==> src/rtl/reg_bank_wr.sv <==
// 32-entry MIPS general-purpose register file: one synchronous write port,
// two combinational read ports, hard-wired $zero and $sp reset value.
module reg_bank_wr #(
    parameter int DATA_W   = 32,
    parameter int ADDR_W   = 5,
    parameter int SP_IDX   = 29,
    parameter int SP_RESET = 227
) (
    input  logic              clk,
    input  logic              reset,
    input  logic              RegWrite,
    input  logic [ADDR_W-1:0] ReadReg1,
    input  logic [ADDR_W-1:0] ReadReg2,
    input  logic [ADDR_W-1:0] WriteReg,
    input  logic [DATA_W-1:0] WriteData,
    output logic [DATA_W-1:0] ReadData1,
    output logic [DATA_W-1:0] ReadData2
);

    localparam int NUM_REGS = 2 ** ADDR_W;

    logic [DATA_W-1:0] regs_q [NUM_REGS];
    logic [DATA_W-1:0] regs_d [NUM_REGS];

    always_comb begin
        regs_d = regs_q;
        if (RegWrite && (WriteReg != '0)) begin
            regs_d[WriteReg] = WriteData;
        end
        // entry 0 is constant zero; synthesis removes its flops
        regs_d[0] = '0;
    end

    always_ff @(posedge clk) begin
        if (reset) begin
            for (int i = 0; i < NUM_REGS; i++) begin
                regs_q[i] <= (i == SP_IDX) ? DATA_W'(SP_RESET) : '0;
            end
        end else begin
            regs_q <= regs_d;
        end
    end

    // No write-to-read bypass: reads always see pre-edge state.
    assign ReadData1 = (ReadReg1 == '0) ? '0 : regs_q[ReadReg1];
    assign ReadData2 = (ReadReg2 == '0) ? '0 : regs_q[ReadReg2];

endmodule

==> config.mk <==
export PLATFORM = sky130hd
export DESIGN_NAME = reg_bank_wr
export DESIGN_NICKNAME = d
export VERILOG_FILES = /design/src/rtl/reg_bank_wr.sv
export SDC_FILE = /design/constraint.sdc
export NUM_CORES = 2
export LEC_CHECK = 0
export CAP_MARGIN = 15
export CORE_MARGIN = 3
export CORE_UTILIZATION = 39
export DETAILED_ROUTE_END_ITERATION = 10
export GPL_ROUTABILITY_DRIVEN = 0
export PLACE_DENSITY = 0.53
export SLEW_MARGIN = 20
export SYNTH_ARGS = -nofsm -noshare
export SYNTH_HDL_FRONTEND = slang
export SYNTH_SLANG_ARGS = --single-unit
==> constraint.sdc <==
create_clock -name clk -period 3.3 [get_ports clk]
set_clock_uncertainty 0.05 [all_clocks]
set_input_delay 0.66 -clock clk [delete_from_list [all_inputs] [get_ports clk]]
set_output_delay 0.66 -clock clk [all_outputs]
set_load 0.02 [all_outputs]
==> flow_summary.toml <==
[clock_network]
root_buffer = "clkbuf_16"
cts_sinks = 992
clk_path_buf_depth = 3
cts_tree = "yes"
clk_latency_ns = 0.73
cts.clk_slew.worst_paths_ns = 0.06
htreeDepth = 3
cts_inserted_buffers = 111
postCtsHoldBufs = 0

[worst_setup_path]
reg2reg_depth = 2
crit_arrival_ns = 2.58
critPathKind = "in -> out"
required_ns = 2.59
reg2reg_from = "regs_q[949]"
reg2reg_to = "regs_q[949]"
worst-path-max-fanout = 18
worstSetupStartpointType = "primary input"
end_kind = "output port"
r2r_slack_ns = 2.55

[yosys]
synthAdderAreaFrac_pct = 0
synth-compound-area-share_pct = 13.54
synth-edff-count = 0
syn_inst = 5794
ys_seq_area_share_pct = 39.58
ys.flop_type = "dfxtp_1"
async_flop_share_pct = 0
synthMuxAreaShare_pct = 24.37
post_synth.cell_area_avg_um2 = 8.660
synthSimpleGateAreaFrac_pct = 17.59
ys_types = 37
yosys_warnings = 0
synth_nets = 5844
ys_seq_elements = 992
synth_top_family_by_area = "multiplexers"
synth-xor-area-share_pct = 0
netlist_area_um2 = 50170

[drt]
wl_um = 232200
wl_met3_um = 26780
ant_nets = 0
post-route-drc-count = 0
vias_per_cell = 6.221
dr.max_layer_used = "met5"
drt-met1-wl_um = 91530
drtIter0Drc = 6615
dr.pass1.iters = 7
wire_per_inst_um = 30.03
dr_wl_met2_um = 100700
via_count = 48100

[power]
power.leakage_nw = 21.11
powerDensity_nw_per_um2 = 462.0
power_mw = 28.68
ir_worst_vdd_mv = 0.4191

[cells_and_area]
fin_nets = 6036
layout-drive-gt1-share_pct = 24.77
regMostFlops = "regs_q"
largest_register_ffs = 992
instances_no_fill = 7732
area_growth_pct = 23.73
fin_util_pct = 48.99
top_regs = "regs_q x992"
fin_area_um2 = 62080

[global_route]
grt_pass1_vias = 44620
antenna_found_initial = 10
grt_pass1_wl_um = 327800
grt.total_usage_pct = 33.99
overflow = 0
grt_max_degree = 105

[timing]
finalMaxSlewViolations = 0
worstMarginPinSlew_ns = 0.9652
slew_headroom_pct = 35.66
hold_viol = 0
rsz0062_at_grt = "yes"
clock.fmax_mhz = 303.7
setup_viol = 0
timing.hold.ws_ns = 0.3203
period_needed_ns = 3.293
finalCritPeriodShare_pct = 99.78

[outcome]
status = "complete, no violations"

[place]
hpwlAfterDp_um = 143500
place_inst = 7437
io_buffers = 113
placed_cell_area_um2 = 56180

[floorplan]
coreArea_um2 = 126700
die_w_um = 364.7
dieArea_um2 = 133000
die_h_um = 364.7
io_pins = 114
initial_core_util_pct = 39.60
rows = 130

[worst_hold_path]
worstHoldEndpoint = "regs_q[344]"
worstHoldStart = "reset"
min_path_cells = 2
min_path_type = "in -> reg"

[flow_run]
cap_viol_max_count = 0
worst max-delay path by stage:
stage	start	endpoint	slack (ns)
after floorplan	ReadReg2[0]	ReadData2[1]	0.19
after global placement	ReadReg1[0]	ReadData1[29]	-0.81
after detailed placement	ReadReg1[0]	ReadData1[29]	-0.77
after CTS	ReadReg2[0]	ReadData2[24]	-0.08
after global routing	ReadReg1[0]	ReadData1[19]	-0.05
final	ReadReg2[1]	ReadData2[17]	0.007
routing by layer:
| layer | vias to the layer above | track usage [%] |
|---|---|---|
| met5 | - | 0 |
| met4 | 10 | 17.26 |
| met3 | 629 | 7.757 |
| met2 | 3036 | 50.64 |
| met1 | 23850 | 46.24 |
| li1 | 20580 | - |
through the flow:
step	setup TNS (ns)	setup slack [ns]
after floorplan	0	0.1889
after global placement	-22.62	-0.8108
after detailed placement	-22.37	-0.7706
after CTS	-0.1823	-0.07598
after global routing	-0.09638	-0.04736
final	0	0.007147
final cells by class:
class	instances	area, um^2
fill	11750	64630
multi-input combinational	4203	28710
sequential	992	19860
timing repair buffer	675	7451
clock buffer	158	3298
tap	1650	2064
clock inverter	45	666.9
antenna	6	15.01
inverter	3	11.26
cell usage after synthesis, drive strengths merged (2+ instances only):
cell	n	share of area, %
clkbuf	456	3.4
o22ai	38	0.47
and2	4	0.050
nor2b	43	0.54
mux2i	135	2.7
o211ai	12	0.18
nand2b	4	0.050
and3b	2	0.035
nor3b	3	0.045
nand3b	9	0.13
nor2	68	0.51
o221ai	32	0.56
a2111oi	2	0.035
mux2	95	2.1
or3b	4	0.070
dfxtp	992	40
or2	3	0.037
and3	2	0.025
buf	140	1.5
inv	3	0.022
o21ai	47	0.47
a21oi	1033	10
a22oi	32	0.48
mux4	434	20
nand3	4	0.040
a31oi	16	0.20
nand2	2082	16
a221oi	32	0.56
nor3	48	0.48
a211oi	18	0.27
kinds of logic (layout without fill, tap and decap cells):
family | count (synthesis) | count (layout)
AO/OA/AOI/OAI | 1263 | 1263
other | 0 | 6
buffers and inverters | 599 | 881
AND/OR/NAND/NOR | 2276 | 2276
multiplexers | 664 | 664
flip-flops | 992 | 992
cell usage in the layout, fill, tap and decap left out, types with 9 or more instances in the layout:
cell and count:
nand2_1 2050, a21oi_1 1015, dfxtp_1 992, mux4_2 426, buf_4 421, mux2i_1 131
buf_12 122, clkbuf_16 118, mux2_2 89, nor2b_1 38, o22ai_1 38, nor2_1 38
clkdlybuf4s50_1 38, o21ai_0 32, nand2_2 32, a22oi_1 32, nor3_1 30, nor2_4 29
clkbuf_8 28, a221oi_1 26, buf_16 25, buf_6 25, clkinv_2 19, a21oi_2 18
a31oi_1 16, o221ai_2 16, clkbuf_1 16, bufinv_16 16, o221ai_1 15, nor3_2 13
buf_2 13, o211ai_1 12, a211oi_2 11, o21ai_1 10, nand3b_1 9, buf_8 9
timing repair:
item                                   CTS  global route
buffers inserted                        42            32
cloned                                  12             3
endpoints found under the hold margin    0             0
setup endpoints to repair               64            44
pin swaps                               20            21
resized for setup                      289            69
critical path, stage by stage:
cell,delay [ns]
buf_12,0.19
buf_12,0.21
nand2b_2,0.37
buf_4,0.24
buf_4,0.27
o221ai_1,0.20
buf_4,0.20
buf_4,0.16
power by group:
group / internal (mW) / total (mW) / switching [mW]
clock: 8.17 / 13.6 / 5.43
sequential: 12.1 / 12.1 / 0.0721
combinational: 1.15 / 2.94 / 1.80
total: 21.4 / 28.7 / 7.30
Power figures use the tool's default switching activity.
